## src/rtl/mem_bus_arb.sv

```systemverilog
// rtl/mem_bus_arb.sv - round-robin refill arbiter between I-cache and D-cache on one beat-wise memory bus
//
// Purpose: picks one cache refill request at a time (round-robin), runs a
// BEATS-long read burst on the external bus, assembles the beats into a
// line and hands the line back with a one-cycle data-valid pulse.
//
// Ports:
//   clk, rst_n            clock, asynchronous active-low reset
//   i_addr, i_rd          I-cache block address and level refill request
//   i_data, i_dv          line returned to the I-cache, one-cycle valid
//   d_addr, d_rd          D-cache block address and level refill request
//   d_data, d_dv          line returned to the D-cache, one-cycle valid
//   m_addr, m_rd          external byte address and level burst request
//   m_data_in, m_dv       external beat data and per-beat valid
//   gnt                   current owner: 00 none, 01 I-cache, 10 D-cache
module mem_bus_arb #(
  parameter int BLK_W  = 58,
  parameter int LINE_W = 512,
  parameter int BEAT_W = 64
) (
  input  logic              clk,
  input  logic              rst_n,
  input  logic [BLK_W-1:0]  i_addr,
  input  logic              i_rd,
  output logic [LINE_W-1:0] i_data,
  output logic              i_dv,
  input  logic [BLK_W-1:0]  d_addr,
  input  logic              d_rd,
  output logic [LINE_W-1:0] d_data,
  output logic              d_dv,
  output logic [63:0]       m_addr,
  output logic              m_rd,
  input  logic [BEAT_W-1:0] m_data_in,
  input  logic              m_dv,
  output logic [1:0]        gnt
);

  localparam int BEATS = LINE_W / BEAT_W;
  localparam int CNT_W = (BEATS > 1) ? $clog2(BEATS) : 1;
  localparam int OFF_W = $clog2(LINE_W / 8);

  typedef enum logic [1:0] {IDLE, FILL, RESP} state_e;

  state_e              state_q, state_d;
  logic [1:0]          gnt_q, gnt_d;
  logic                last_gnt_q, last_gnt_d;  // 0 = I-cache, 1 = D-cache
  logic [1:0]          mask_q, mask_d;
  logic [CNT_W-1:0]    beat_cnt_q, beat_cnt_d;
  logic [63:0]         m_addr_q, m_addr_d;
  logic                m_rd_q, m_rd_d;
  logic [LINE_W-1:0]   line_q, line_d;
  logic [LINE_W-1:0]   i_data_q, i_data_d;
  logic [LINE_W-1:0]   d_data_q, d_data_d;
  logic                i_dv_q, i_dv_d;
  logic                d_dv_q, d_dv_d;

  logic                req_i, req_d, pick_d;
  logic [LINE_W-1:0]   filled;

  // The port served last is masked for one IDLE cycle so its still-high rd
  // (it drops only in the cycle after dv) cannot trigger a duplicate refill.
  assign req_i  = i_rd & ~mask_q[0];
  assign req_d  = d_rd & ~mask_q[1];
  // D wins when it is the only requester, or when both request and I was served last.
  assign pick_d = req_d & (~req_i | ~last_gnt_q);

  always_ff @(posedge clk or negedge rst_n) begin
    if (!rst_n) begin
      state_q    <= IDLE;
      gnt_q      <= 2'b00;
      last_gnt_q <= 1'b0;
      mask_q     <= 2'b00;
      beat_cnt_q <= '0;
      m_addr_q   <= 64'd0;
      m_rd_q     <= 1'b0;
      line_q     <= '0;
      i_data_q   <= '0;
      d_data_q   <= '0;
      i_dv_q     <= 1'b0;
      d_dv_q     <= 1'b0;
    end else begin
      state_q    <= state_d;
      gnt_q      <= gnt_d;
      last_gnt_q <= last_gnt_d;
      mask_q     <= mask_d;
      beat_cnt_q <= beat_cnt_d;
      m_addr_q   <= m_addr_d;
      m_rd_q     <= m_rd_d;
      line_q     <= line_d;
      i_data_q   <= i_data_d;
      d_data_q   <= d_data_d;
      i_dv_q     <= i_dv_d;
      d_dv_q     <= d_dv_d;
    end
  end

  always_comb begin
    state_d    = state_q;
    gnt_d      = gnt_q;
    last_gnt_d = last_gnt_q;
    mask_d     = mask_q;
    beat_cnt_d = beat_cnt_q;
    m_addr_d   = m_addr_q;
    m_rd_d     = m_rd_q;
    line_d     = line_q;
    i_data_d   = i_data_q;
    d_data_d   = d_data_q;
    i_dv_d     = 1'b0;
    d_dv_d     = 1'b0;

    // Line buffer with the current beat merged in, so the last beat can be
    // forwarded to the winner in the same edge it is captured.
    filled = line_q;
    filled[beat_cnt_q*BEAT_W +: BEAT_W] = m_data_in;

    unique case (state_q)
      IDLE: begin
        mask_d = 2'b00;
        if (req_i || req_d) begin
          state_d    = FILL;
          m_rd_d     = 1'b1;
          beat_cnt_d = '0;
          if (pick_d) begin
            gnt_d    = 2'b10;
            m_addr_d = {d_addr, {OFF_W{1'b0}}};
          end else begin
            gnt_d    = 2'b01;
            m_addr_d = {i_addr, {OFF_W{1'b0}}};
          end
        end
      end
      FILL: begin
        if (m_dv) begin
          line_d     = filled;
          beat_cnt_d = beat_cnt_q + 1'b1;
          if (beat_cnt_q == CNT_W'(BEATS - 1)) begin
            m_rd_d  = 1'b0;
            state_d = RESP;
            if (gnt_q[1]) begin
              d_data_d = filled;
              d_dv_d   = 1'b1;
            end else begin
              i_data_d = filled;
              i_dv_d   = 1'b1;
            end
          end
        end
      end
      RESP: begin
        last_gnt_d = gnt_q[1];
        mask_d     = gnt_q;
        gnt_d      = 2'b00;
        state_d    = IDLE;
      end
      default: state_d = IDLE;
    endcase
  end

  assign i_data = i_data_q;
  assign i_dv   = i_dv_q;
  assign d_data = d_data_q;
  assign d_dv   = d_dv_q;
  assign m_addr = m_addr_q;
  assign m_rd   = m_rd_q;
  assign gnt    = gnt_q;

endmodule

```

## config.mk

```make
export PLATFORM = sky130hd
export DESIGN_NAME = mem_bus_arb
export DESIGN_NICKNAME = d
export VERILOG_FILES = /design/src/rtl/mem_bus_arb.sv
export SDC_FILE = /design/constraint.sdc
export NUM_CORES = 2
export LEC_CHECK = 0
export CORE_AREA = 2 2 496 498
export CTS_CLUSTER_DIAMETER = 30
export CTS_CLUSTER_SIZE = 25
export DETAILED_ROUTE_END_ITERATION = 7
export DIE_AREA = 0 0 498 500
export SYNTH_ARGS = -nofsm -noshare
export SYNTH_HDL_FRONTEND = slang
export SYNTH_SLANG_ARGS = --single-unit
```

## constraint.sdc

```tcl
create_clock -name clk -period 2.2 [get_ports clk]
set_input_delay 0.44 -clock clk [delete_from_list [all_inputs] [get_ports clk]]
set_output_delay 0.44 -clock clk [all_outputs]
set_load 0.005 [all_outputs]
```

==> out/metrics.cfg <==
[status]
outcome=finished with violations
violations=setup timing

[setup_path]
timing.critical_path.from_type=flop
worst_ep_required_time_ns=2.97
maximum_fanout_along_the_worst_path=7
worst_ep_arrival_time_ns=3.31
crit-reg2reg-launch=beat_cnt_q[1]
endpoint_kind=flop
cp-startpoint=beat_cnt_q[1]
setup.worst_path.class=flop to flop

[floorplan]
die_outline_area_um2=249000
fp-row-count=182
die_height_um=500
floorplan.die.width_um=498
core_area_um2=244000
top_level_i_o_count=1278
initial_core_util=0.262

[global_route]
grt_start_max_net_pins=101
antenna_violations_before_repair=22
global_route_wire_length_before_repair_um=487000
grt_overflow_total=0
grt_pass1_vias=63271
grt.total_usage=0.274

[power]
totalPowerFinal_mw=174
pwr_density_cell_nw_per_um2=1620
peak_supply_drop_mv=0.961
power.static_leakage_nw=49.7

[routing]
drt_pre_antenna_iters=6
route.vias.total=62219
overall_routed_net_length_um=351000
vias_per_cell=5.19
antenna_left=0
post-route-drc-count=0
detail_route.wl_per_cell_um=29.2
first_iter_violations=5390

[clock_tree]
cts_made_buffers=376
clock_tree_root_buffer_cell=sky130_fd_sc_hd__clkbuf_16
htree_num_levels=5
clkLatencyLatePin_ns=0.97
cts_tree=yes
clkTransAtPathRegs_ns=0.05
cts_buffer_depth=4
tritoncts_num_sinks=1607

[timing]
rsz0062_at_grt=yes
setup-violations-final=1190
final_min_period_over_clock_period=1.15
fin_setup_tns_ns=-130.72
timing.slew.headroom=0.429
timing.final.ws_setup_ns=-0.339
maxClockFrequency_mhz=394
worst_slew_pin_tran_ns=0.854
timing_hold_violations_final=0
clock_skew_ns=0.0827
layout_min_cycle_time_ns=2.54
slew_violations=0

[placed_design]
hpwlAfterDp_um=214000
io_buffer_count=1271
finalWeightedCongestion=0.877

[final_layout]
final_layout_size_suffix_gt1_frac=0.261
final_cell_mix=sky130_fd_sc_hd__dfrtp_1 (1569), sky130_fd_sc_hd__nor2_1 (1081), sky130_fd_sc_hd__dlygate4sd2_1 (999), sky130_fd_sc_hd__a21oi_1 (835), sky130_fd_sc_hd__nand2_1 (831)
finish.net_count=8670
layout.cells.most_common=sky130_fd_sc_hd__dfrtp_1
flow.area_growth_from_synthesis_pct=67.9
fill_cells=22555

[synth]
netlist_area_um2=64000
synth_sequential_area_ratio=0.628
synth_cell_types=41
number_of_synthesized_flops_with_an_enable_pin=0
synthFlopType=sky130_fd_sc_hd__dfrtp_1
asyncSetResetFlopFracSynth=1.00
synth_seq_cells=1607
syn_inst=6445
synth_warnings=0
synth_area_per_cell_um2=9.93

[run]
max_cap_violations=0

[worst_hold_path]
timing.hold.worst.class=input pin to async pin

## repair_timing
action | CTS | global route
pin swaps | 354 | 122
endpoints found under the hold margin | 1008 | 0
setup endpoints to repair | 2304 | 1474
cloned | 122 | 2
gates resized for setup | 2091 | 245
hold buffers | 3 | 0
setup buffers | 218 | 18
## path summary, 6_finish.rpt
check	endpoint	slack (ns)	cells past startpoint
max	line_q[39]	-0.34	10
min	d_data[54]	0.07	2
max reg2reg	line_q[39]	-0.34	10
min reg2reg	line_q[507]	0.48	2
max in group asynchronous	i_data[204]	0.95	4
min in group clk	m_addr[51]	0.08	3
## logic make-up (layout without fill, tap and decap cells)
| family | Yosys count | in the layout | synth area share |
|---|---|---|---|
| AND/OR/NAND/NOR | 2178 | 2180 | 0.131 |
| AO/OA/AOI/OAI | 1978 | 1978 | 0.182 |
| flip-flops | 1607 | 1607 | 0.628 |
| buffers and inverters | 610 | 2923 | 0.0464 |
| multiplexers | 64 | 64 | 0.0113 |
| adder cells (fa/ha/maj) | 7 | 7 | 0.00137 |
| other | 1 | 19 | 0.0000586 |
## worst max-delay path, cell delays in order (launching register included)
cell	delay [ns]
sky130_fd_sc_hd__dfrtp_1	0.39
sky130_fd_sc_hd__inv_2	0.09
sky130_fd_sc_hd__ha_4	0.16
sky130_fd_sc_hd__ha_4	0.21
sky130_fd_sc_hd__buf_6	0.13
sky130_fd_sc_hd__nor4b_4	0.33
sky130_fd_sc_hd__and2_4	0.25
sky130_fd_sc_hd__nand2_8	0.07
sky130_fd_sc_hd__buf_16	0.16
sky130_fd_sc_hd__buf_16	0.19
sky130_fd_sc_hd__mux2_4	0.30
## cell type report
cell class	count	area (µm²)	area share
timing repair buffer	2253	24700	0.230
clock inverter	193	2510	0.0233
antenna	13	32.5	0.000303
tap	3220	4030	0.0375
multi-input combinational	4235	25700	0.239
inverter	5	18.8	0.000175
clock buffer	472	10200	0.0952
sequential	1607	40300	0.374
## state kept, by name, indices dropped and copies added (netlist names)
name        count
beat_cnt_q      3
d_data        512
d_dv            1
gnt             2
i_data        512
i_dv            1
last_gnt_q      1
line_q        512
m_addr         58
m_rd            1
mask_q          2
state_q         2
## routing by layer
| metal | GRT usage | up-vias | wire (µm) |
|---|---|---|---|
| met5 | 0 | - | 43 |
| met1 | 0.333 | 31279 | 136000 |
| met3 | 0.0749 | 876 | 31100 |
| met4 | 0.167 | 6 | 25600 |
| li1 | - | 26649 | - |
| met2 | 0.432 | 3409 | 159000 |
## synthesized netlist by cell type (all sizes together) (3+ instances only)
cell	number	share of area
dfrtp	1607	0.63
nor2	1088	0.064
nand2	1042	0.061
a21oi	873	0.068
o21ai	455	0.036
buf	379	0.033
a32oi	378	0.052
a31oi	268	0.026
clkbuf	226	0.013
mux2	64	0.011
nand3	15	0.0014
nor2b	12	0.0012
ha	7	0.0014
and2	5	0.00049
inv	5	0.00029
nand2b	3	0.00029
## power breakdown
part / total, mW / internal, mW / leakage (nW) / switching (mW)
registers: 49.9 / 41.2 / 21.1 / 8.75
clock network: 56.4 / 38.3 / 6.17 / 18.0
logic: 67.8 / 29.9 / 22.5 / 38.0
total: 174 / 109 / 49.7 / 64.8
## stage by stage
stage | instances | cell area (µm²) | hold WS (ns) | util | setup WS (ns)
after floorplan | 6450 | 64100 | 0.144 | - | 0.00277
after global placement | 11000 | 85000 | 0.412 | 0.348 | -0.415
after detailed placement | 11000 | 85000 | 0.395 | 0.348 | -0.431
after CTS | 11983 | 106000 | 0.0157 | 0.436 | -0.201
after global routing | 11991 | 108000 | 0.0509 | 0.440 | -0.369
final | 11998 | 108000 | 0.0744 | 0.440 | -0.339
Note: power is estimated with default switching activity, not from simulation.
